`src/rtl/seg_seq_ctrl_if.sv`:
```
// seg_seq_ctrl_if: control/display bundle of the one-hot sequencer.
// Master drives the requests; slave returns value, SEG and LED.
interface seg_seq_ctrl_if;
  logic       run;
  logic       step;
  logic       clr;
  logic       dir;
  logic [3:0] value;
  logic [7:0] SEG;
  logic [7:0] LED;

  modport master (
    output run, step, clr, dir,
    input  value, SEG, LED
  );

  modport slave (
    input  run, step, clr, dir,
    output value, SEG, LED
  );
endinterface

```
`src/rtl/seg_seq_ctrl.sv`:
```
// seg_seq_ctrl: one-hot 1/2/4/8 sequencer, prescaled auto-run or single step.
// Define SEG_SEQ_BOUNCE_EN for ping-pong order (dir is then ignored).
module seg_seq_ctrl #(
  parameter int unsigned TICK_DIV = 4
) (
  input  logic          clk_2,
  input  logic          reset,
  seg_seq_ctrl_if.slave bus
);
  typedef enum logic [1:0] {
    IDLE  = 2'd0,
    RUN   = 2'd1,
    PAUSE = 2'd2
  } state_e;

  localparam logic [15:0] TERM = 16'(TICK_DIV - 1);

  state_e      state_q, state_d;
  logic [1:0]  idx_q, idx_d;
  logic [15:0] presc_q, presc_d;
  logic        step_q;
  logic        step_edge;
  logic        adv;
  logic [1:0]  idx_adv;
  logic        flag_led;

  logic [3:0]  value_o;
  logic [7:0]  seg_o;
  logic [7:0]  led_o;

  assign step_edge = bus.step & ~step_q;

`ifdef SEG_SEQ_BOUNCE_EN
  logic flag_q, flag_d, flag_adv;

  // Turn around at either end; the flag marks the descending leg.
  always_comb begin
    idx_adv  = idx_q + 2'd1;
    flag_adv = flag_q;
    if (!flag_q && idx_q == 2'd3) begin
      flag_adv = 1'b1;
      idx_adv  = 2'd2;
    end else if (flag_q && idx_q == 2'd0) begin
      flag_adv = 1'b0;
      idx_adv  = 2'd1;
    end else if (flag_q) begin
      idx_adv  = idx_q - 2'd1;
    end
  end

  always_comb begin
    flag_d = adv ? flag_adv : flag_q;
    if (bus.clr) flag_d = 1'b0;
  end

  always_ff @(posedge clk_2) begin
    if (reset) flag_q <= 1'b0;
    else       flag_q <= flag_d;
  end

  assign flag_led = flag_q;
`else
  assign idx_adv  = bus.dir ? idx_q - 2'd1 : idx_q + 2'd1;
  assign flag_led = 1'b0;
`endif

  always_ff @(posedge clk_2) begin
    if (reset) begin
      state_q <= IDLE;
      idx_q   <= '0;
      presc_q <= '0;
      step_q  <= 1'b1;
    end else begin
      state_q <= state_d;
      idx_q   <= idx_d;
      presc_q <= presc_d;
      step_q  <= bus.step;
    end
  end

  always_comb begin
    state_d = state_q;
    idx_d   = idx_q;
    presc_d = presc_q;
    adv     = 1'b0;
    unique case (state_q)
      IDLE: begin
        if (bus.run) begin
          state_d = RUN;
          presc_d = '0;
        end else begin
          adv = step_edge;
        end
      end
      RUN: begin
        if (!bus.run) begin
          state_d = PAUSE;
        end else if (presc_q == TERM) begin
          presc_d = '0;
          adv     = 1'b1;
        end else begin
          presc_d = presc_q + 16'd1;
        end
      end
      PAUSE: begin
        adv = step_edge;
        if (bus.run) begin
          state_d = RUN;
          presc_d = '0;
        end
      end
      default: begin
        state_d = IDLE;
        presc_d = '0;
      end
    endcase
    if (adv) idx_d = idx_adv;
    // clr overrides everything, including a coincident step edge.
    if (bus.clr) begin
      state_d = IDLE;
      idx_d   = '0;
      presc_d = '0;
    end
  end

  always_comb begin
    value_o = 4'b0001 << idx_q;
    unique case (idx_q)
      2'd0:    seg_o = 8'h06;
      2'd1:    seg_o = 8'h5b;
      2'd2:    seg_o = 8'h66;
      default: seg_o = 8'h7f;
    endcase
    led_o = {flag_led, 1'b0, state_q, value_o};
  end

  assign bus.value = value_o;
  assign bus.SEG   = seg_o;
  assign bus.LED   = led_o;
endmodule

```
`src/flat_wrapper.sv`:
```
// flat-port wrapper written by rule: the top's interface ports become plain ports
module seg_seq_ctrl_flat 
#(
  parameter int unsigned TICK_DIV = 4
)
  (clk_2, reset, bus_run, bus_step, bus_clr, bus_dir, bus_value, bus_SEG, bus_LED);
  seg_seq_ctrl_if bus_i ();
  input  logic clk_2;
  input  logic reset;
  input wire logic [$bits(bus_i.run)-1:0] bus_run;
  input wire logic [$bits(bus_i.step)-1:0] bus_step;
  input wire logic [$bits(bus_i.clr)-1:0] bus_clr;
  input wire logic [$bits(bus_i.dir)-1:0] bus_dir;
  output wire logic [$bits(bus_i.value)-1:0] bus_value;
  output wire logic [$bits(bus_i.SEG)-1:0] bus_SEG;
  output wire logic [$bits(bus_i.LED)-1:0] bus_LED;
  assign bus_i.run = bus_run;
  assign bus_i.step = bus_step;
  assign bus_i.clr = bus_clr;
  assign bus_i.dir = bus_dir;
  assign bus_value = bus_i.value;
  assign bus_SEG = bus_i.SEG;
  assign bus_LED = bus_i.LED;
  seg_seq_ctrl #(.TICK_DIV(TICK_DIV)) u_core (.clk_2(clk_2), .reset(reset), .bus(bus_i));
endmodule
```
`config.mk`:
```
export PLATFORM = sky130hd
export DESIGN_NAME = seg_seq_ctrl_flat
export DESIGN_NICKNAME = d
export VERILOG_FILES = /design/src/rtl/seg_seq_ctrl_if.sv /design/src/rtl/seg_seq_ctrl.sv /design/src/flat_wrapper.sv
export SDC_FILE = /design/constraint.sdc
export NUM_CORES = 1
export LEC_CHECK = 0
export CAP_MARGIN = 10
export CORE_UTILIZATION = 57
export CTS_BUF_LIST = sky130_fd_sc_hd__clkbuf_4 sky130_fd_sc_hd__clkbuf_8
export DETAILED_ROUTE_END_ITERATION = 12
export PLACE_DENSITY = 0.87
export SETUP_SLACK_MARGIN = 0.2
export SLEW_MARGIN = 20
export SYNTH_ARGS = -nofsm -noshare
export SYNTH_HDL_FRONTEND = slang
export SYNTH_SLANG_ARGS = --single-unit
```
`constraint.sdc`:
```
create_clock -name clk_2 -period 4.75 [get_ports clk_2]
set_input_delay 0.7125 -clock clk_2 [delete_from_list [all_inputs] [get_ports clk_2]]
set_output_delay 0.7125 -clock clk_2 [all_outputs]
set_load 0.005 [all_outputs]
```
-- Word-level counts from Yosys, hierarchy flattened
Cells that the tools add are included.
- flip-flop bits (word level): 21
- bits of input ports: 6
- output and inout bits: 20
- logic and storage cells: 37
- $add $sub $neg: 3
- equality and inequality tests: 8
- shift operators: 1
- mux-type cells: 13
- bitwise logic cells: 2
- reduce and logical (&&, ||, !) cells: 6
- operators with widths (kind ; count):
    16-bit 2-to-1 mux ; 3
    16-bit case mux with 2 select lines ; 1
    7-bit case mux with 3 select lines ; 1
    16-bit by 1-bit adder with 16-bit output (second input constant) ; 1
    16-bit by 2-bit equality test with 1-bit output (second input constant) ; 1
    2-bit 2-to-1 mux ; 3
    2-bit by 1-bit equality test with 1-bit output (second input constant) ; 2
    2-bit equality test (second input constant) ; 2
    2-bit zero test ; 2
    2-bit != test (second input constant) ; 2
    2-bit case mux with 2 select lines ; 1
    2-bit AND reduction ; 2
    2-bit OR reduction ; 2
    1-bit by 2-bit left shift with 4-bit output (first input constant) ; 1
    1-bit 2-to-1 mux ; 3
    1-bit case mux with 3 select lines ; 1
    2-bit by 1-bit adder with 2-bit output (second input constant) ; 1
    2-bit by 1-bit != test with 1-bit output (second input constant) ; 1
    2-bit by 1-bit subtractor with 2-bit output (second input constant) ; 1
    1-bit AND ; 1
    1-bit inverter ; 1

-- Longest topological paths before layout
- depth after elaboration: 4
- depth in mapped cells: 7
- depth with buffers taken out: 7

-- Least setup slack after synthesis
No wires, ideal clock.
- kind: reg-to-output
- start: reg u_core.idx_q[1]
- end: out bus_SEG[3]
- arrival: 1.122 ns
- data required time: 4.038 ns
- path slack: 2.915 ns
- cell stages (with the launch flop): 5
- path buffers: 1
- path through: dfxtp_1 > inv_1 > ha_1 > or2_2 > buf_4
- cells in the longest elaborated chain, start to end: 2
- elaborated cells between the ends (all ways): 4
- classes of those cells: 2 x eq/ne; 1 x mux; 1 x reduce/logical
- RTL lines (element ; line ; source):
    start, declared ; seg_seq_ctrl.sv:19 ; logic [1:0] idx_q, idx_d;
    start signal, assigned ; seg_seq_ctrl.sv:75 ; idx_q <= idx_d;
    2-bit equality test (tied with other cells) ; seg_seq_ctrl.sv:128 ; unique case (idx_q)
    7-bit case mux with 3 select lines (*) ; seg_seq_ctrl.sv:128 ;
    end, declared ; flat_wrapper.sv:15 ; output wire logic [$bits(bus_i.SEG)-1:0] bus_SEG;
Every way passes the cells marked *; elsewhere a longest branch is shown, timed or not.

-- Final worst setup path
- start: reg u_core.idx_q[1]
- end: out bus_SEG[0]
Same word-level chain as after synthesis.

==> flow_metrics.tcl <==
set metrics [dict create \
    status "finished clean" \
    clock_latency_ns 0.32 \
    rsz0062_at_grt "false" \
    wirelength_um 2850 \
    hpwl_um 2140 \
    drv_cap 0 \
    start_util 0.637 \
    vias 1241 \
    ant_nets 0 \
    reg2reg_to "u_core.presc_q[15]" \
    reg2reg_slack_ns 2.83 \
    p_leak_nw 0.509 \
    avgSynthCellArea_um2 7.83 \
    synth.distinct_cells 43 \
    area_growth_pct 14.1 \
    critical_path_required_ns 4.04 \
    cts-root-buf "clkbuf_4" \
    fin_nets 193 \
    max-vdd-ir-drop_mv 0.172 \
    cts_setup_buffers 0 \
    diodes 0 \
    synth_top_family_by_area "simple AND/OR/NAND/NOR gates" \
    place.gp.congestion 0.942 \
    die_w_um 49.8 \
    grt_pass1_vias 1098 \
    cts_buffer_depth 2 \
    cts_num_sinks 21 \
    dr.pass1.iters 4 \
    synth_seq_cells 21 \
    hold_viol 0 \
    finalSetupViolations 0 \
    min_from "u_core.presc_q[15]" \
    seq_area_frac_synth 0.323 \
    cts_resized 0 \
    slew_headroom 0.568 \
    grtUsageTotal 0.254 \
    worstPathArrival_ns 1.86 \
    path_clk_slew_ns 0.13 \
    cp-start-kind "flop" \
    synth_top_cell_area_share 0.323 \
    hold_class "reg2reg" \
    drv_slew 0 \
    fin_util 0.726 \
    hold_buffers 0 \
    rows 16 \
    dieArea_um2 2480 \
    numCtsBuffers 3 \
    hold_depth 2 \
    r2r-start "u_core.presc_q[0]" \
    clock_skew_ns 0.0141 \
    holdPathEnd "u_core.presc_q[15]" \
    p_per_area_nw_per_um2 199 \
    synthSimpleGateAreaFrac 0.318 \
    htree_num_levels 1 \
    fin_crit_ns 2.57 \
    drc_errors 0 \
    synth_top_area_cell "dfxtp_1" \
    grt_overflow_total 0 \
    wl_per_cell_um 13.8 \
    clock.fmax_ghz 0.389 \
    fin_total_pwr_mw 0.295 \
    synth_compound_area_frac 0.164 \
    via_per_inst 6.02 \
    max_slew.worst_pin.slew_ns 0.647 \
    crit_type "reg2out" \
    yosys-top-cells-area "dfxtp_1, ha_1, buf_4" \
    critical_path_peak_fanout 5 \
    netlist_instances 166 \
    synth-xor-area-share 0.0202 \
    drt_iter0_drc 54 \
    coreArea_um2 2040 \
    hold_ws_ns 0.510 \
    yosys.area_share.adder 0.0674 \
    grt_max_degree 13 \
    ios 26 \
    fin_tns_setup_ns 0 \
    synth_warnings 0 \
    r2r_cells 6 \
    synth_area_um2 1300 \
    synthMuxAreaShare 0.00770 \
    port_buffers 21 \
    antenna_found_initial 0 \
    timing.final.crit_share 0.541 \
    grt_pass1_wl_um 4810 \
    layout-drive-gt1-share 0.0726 \
    cts_tree "built" \
    die_h_um 49.8 \
    cp-end-kind "primary output" \
]
[how the worst max path moves through the flow]
stage | start | endpoint | slack, ns | cells after the start
final | u_core.idx_q[1] | bus_SEG[0] | 2.18 | 4
after global routing | u_core.idx_q[1] | bus_SEG[0] | 2.05 | 4
after CTS | u_core.idx_q[1] | bus_SEG[0] | 2.14 | 4
after detailed placement | bus_clr | u_core.presc_q[7] | 2.22 | 5
after global placement | bus_clr | u_core.presc_q[7] | 2.28 | 5
after floorplan | u_core.idx_q[1] | bus_SEG[3] | 2.92 | 4
[routing by layer]
| metal | up-vias | global-route usage | wire [um] |
|---|---|---|---|
| met4 | 0 | 0.105 | 40 |
| met3 | 5 | 0.0463 | 199 |
| met5 | - | 0 | 0 |
| li1 | 611 | - | - |
| met2 | 62 | 0.412 | 1330 |
| met1 | 563 | 0.328 | 1280 |
[cell usage in the layout (no fill, tap or decap), types with 4 or more instances in the layout]
master	n
a21oi_1	15
clkdlybuf4s50_1	21
conb_1	4
dfxtp_1	21
ha_1	7
inv_1	7
nand2_1	14
nand3_1	11
nor2_1	12
nor3_1	6
o21ai_1	4
or3_1	5
[logic make-up (layout without fill, tap and decap cells)]
group                      Yosys count  in the layout
xor gates and xnor gates             3              3
muxes                                1              1
and+or+nand+nor                     76             76
AOI/OAI and AO/OA                   35             35
other                                2              4
adders and majority gates            7              7
buffers and inverters               21             32
DFF                                 21             21
[sequential cells by signal (all words and copies together), names as in the netlist]
name            cells
u_core.state_q      2
u_core.step_q       1
u_core.idx_q        2
u_core.presc_q     16
[power breakdown]
group          leakage (nW)  internal [mW]  switching [mW]
sequential            0.170          0.177         0.00169
combinational         0.322         0.0128          0.0147
clock                0.0177         0.0315          0.0567
[area by class of cell]
class	instances	area (um^2)
Multi-Input combinational cell	126	764
Fill cell	170	559
Sequential cell	21	420
Timing Repair Buffer	21	210
Tap cell	27	33.8
Inverter	7	26.3
Clock buffer	3	22.5
Clock inverter	1	5.00
[through the flow]
stage	cells	setup WS [ns]	area, um^2
6_report	206	2.18	1480
3_5_place_dp	202	2.22	1460
5_1_grt	206	2.05	1480
2_1_floorplan	168	2.92	1310
3_3_place_gp	202	2.28	1460
4_1_cts	206	2.14	1480
[synth_stat cells]
cell,n
and3_1,3
or3_4,1
a21oi_1,15
o21ai_0,3
a22oi_1,1
nor3_1,6
clkbuf_1,1
xnor2_1,3
and4_4,1
o21ai_1,4
a31oi_1,3
nand2_1,14
o32ai_1,1
o22ai_1,1
and2b_1,1
nand2_2,1
nor4b_1,1
nand3b_1,1
nor2b_1,1
o211a_1,1
nand4_1,3
ha_1,7
a311oi_1,1
o31ai_1,2
or2_2,3
dfxtp_1,21
or4_1,1
mux2i_1,1
nor3_2,2
buf_2,2
inv_1,7
nand3_1,11
nand2b_1,3
a32oi_1,1
or3_1,5
nor2_1,12
or2_1,2
o32a_1,1
nor2_2,1
buf_4,11
conb_1,2
nor4_1,3
a2bb2oi_1,1
[worst max-delay path, stage by stage (launching register included)]
cell	delay [ns]
dfxtp_1	0.41
inv_1	0.14
ha_1	0.23
or2_2	0.31
clkdlybuf4s50_1	0.46
(Power assumes the default switching activity.)
==> RTL change: new RTL, config.mk and constraints unchanged <==
Add a define of `SEG_SEQ_BOUNCE_EN`.
--- a/src/rtl/seg_seq_ctrl.sv
+++ b/src/rtl/seg_seq_ctrl.sv
@@ -2,2 +2,4 @@
 // Define SEG_SEQ_BOUNCE_EN for ping-pong order (dir is then ignored).
+`define SEG_SEQ_BOUNCE_EN
+
 module seg_seq_ctrl #(
Behaviour: not the same (Yosys sat finds a counterexample within 4 cycles, from zero or initial values and one cycle with reset high).
==> RTL change against the original RTL <==
- critical path depth unchanged
- final area down 0.42%
- sequential share of layout area up 1.5 points
- area after synthesis up 0.58%
- non-clock buffer count unchanged
- sequential power up 4%
- sequential cell count up 1
- power up 4.4%
- setup slack better by 0.062 ns
- largest power group unchanged
- wire length down 11%
==> RTL change: results <==
[placed_design]
port_buffers = 21
place_area_mm2 = 0.00144
gp_congestion = 0.842
hpwlAfterDp_um = 1880

[synthesis]
synthArstFlopShare_pct = 0
netlist.area_leader.share_pct = 33.7
ys.warnings.count = 0
synth.area.top_cells = dfxtp_1 34%, buf_4 6.9%, ha_1 6.7%
synth_cell_types = 43
synthFlopType = dfxtp_1
synthMuxAreaShare_pct = 0.766
synth_common_cells = 22 x dfxtp_1, 19 x nand2_1, 12 x buf_4
synth-xor-area-share_pct = 1.34
yosysSeqAreaShare_pct = 33.7
synth-compound-area-share_pct = 16.7
synth_fa_ha_area_share_pct = 6.70

[layout]
largest_register = u_core.presc_q
fin_nets = 186
diodes = 0
layout-drive-gt1-share_pct = 8.72
top_regs = u_core.presc_q x16, u_core.idx_q x2, u_core.state_q x2

[global_route]
grt_start_max_net_pins = 17
grt_pass1_vias = 977
grt.total_usage_pct = 22.2
grt_first_pass_wirelength_um = 4280
antenna_found_initial = 0

[detailed_routing]
dr.pass1.iters = 4
finalWirelength_um = 2530
drtIter0Drc = 19
avgViaCountPerCell = 5.90

[cts]
cts_resized = 0
cts.clk_slew.worst_paths_ns = 0.13
clkLatencyLatePin_ns = 0.31
cts_buffers = 3
h-tree-depth = 1
post_cts_buffers = 0
cts.path.max_buffers = 2
root_buffer = clkbuf_4

[power_and_ir_drop]
power.leakage_uw = 0.000528
vdd.ir_drop.worst_uv = 219

[run_status]
status = complete, no violations

[setup_path]
cpPeakStageDelay_ns = 0.44
cp_slowest_cell = clkdlybuf4s50_1
crit_fanout = 5
cp_data_arrival_time_ns = 1.80
crit_family = buffers and inverters

[worst_hold_path]
hold_path_class = reg2reg

[sta]
skew_ns = 0.0128
RTL change: cell types whose count changed in the layout (fill, tap and decap cells not counted), sizes merged, moves of 3 or more:
| cell | unedited run | this run |
|---|---|---|
| a21oi | 15 | 9 |
| xnor2 | 3 | 0 |
| or3 | 6 | 2 |
| nand2 | 15 | 19 |
| o21ai | 7 | 12 |
| inv | 7 | 4 |
RTL change: per-stage QoR:
| stage | setup WS, ns | power, µW | hold WS [ns] | cells |
|---|---|---|---|---|
| finish | 2.24 | 308 | 0.508 | 199 |
| detailed placement | 2.19 | 208 | 0.487 | 195 |
| global placement | 2.22 | 207 | 0.469 | 195 |
| CTS | 2.22 | 308 | 0.506 | 199 |
| global route | 2.14 | 319 | 0.534 | 199 |
| floorplan | 2.74 | 202 | 0.447 | 163 |
RTL change: cell type report:
type                       instances  area [µm²]
multi-input combinational        121         741
fill                             156         586
sequential                        22         440
timing repair buffer              21         210
clock buffer                       4        36.3
tap                               27        33.8
inverter                           4        15.0
RTL change: routing by layer:
layer | routed length [µm] | track usage, % | vias up
met5 | 0 | 0 | -
met3 | 114 | 2.78 | 2
met2 | 1260 | 36.0 | 46
met1 | 1150 | 30.3 | 540
met4 | 14 | 7.14 | 0
li1 | - | - | 587
RTL change: path summary, 6_finish.rpt:
path | cells after the start | slack, ns | endpoint | from
worst max-delay path | 4 | 2.24 | bus_SEG[5] | u_core.idx_q[0]
worst min-delay path | 2 | 0.51 | u_core.presc_q[0] | u_core.presc_q[0]
worst max register to register | 6 | 2.60 | u_core.presc_q[15] | u_core.presc_q[0]
worst min register to register | 2 | 0.51 | u_core.presc_q[0] | u_core.presc_q[0]
RTL change: cell families (layout without fill, tap and decap cells):
family | Yosys count | in the layout
compound gates | 35 | 35
mux | 1 | 1
fa+ha+maj | 7 | 7
simple gates | 73 | 73
other cells | 2 | 3
xor+xnor | 2 | 2
flops | 22 | 22
buf+inv | 20 | 29
RTL change: power breakdown:
group | switching (µW) | internal, µW
clock network | 57.3 | 46.7
logic | 8.58 | 8.42
registers | 0.945 | 186
total | 66.8 | 241
RTL change: worst register-to-register path: stages, from the launching register on:
cell and delay (ns):
dfxtp_1 0.40, ha_1 0.25, nor4b_1 0.33, and4_1 0.46, nor2_4 0.15, and3_1 0.20
a211o_1 0.25
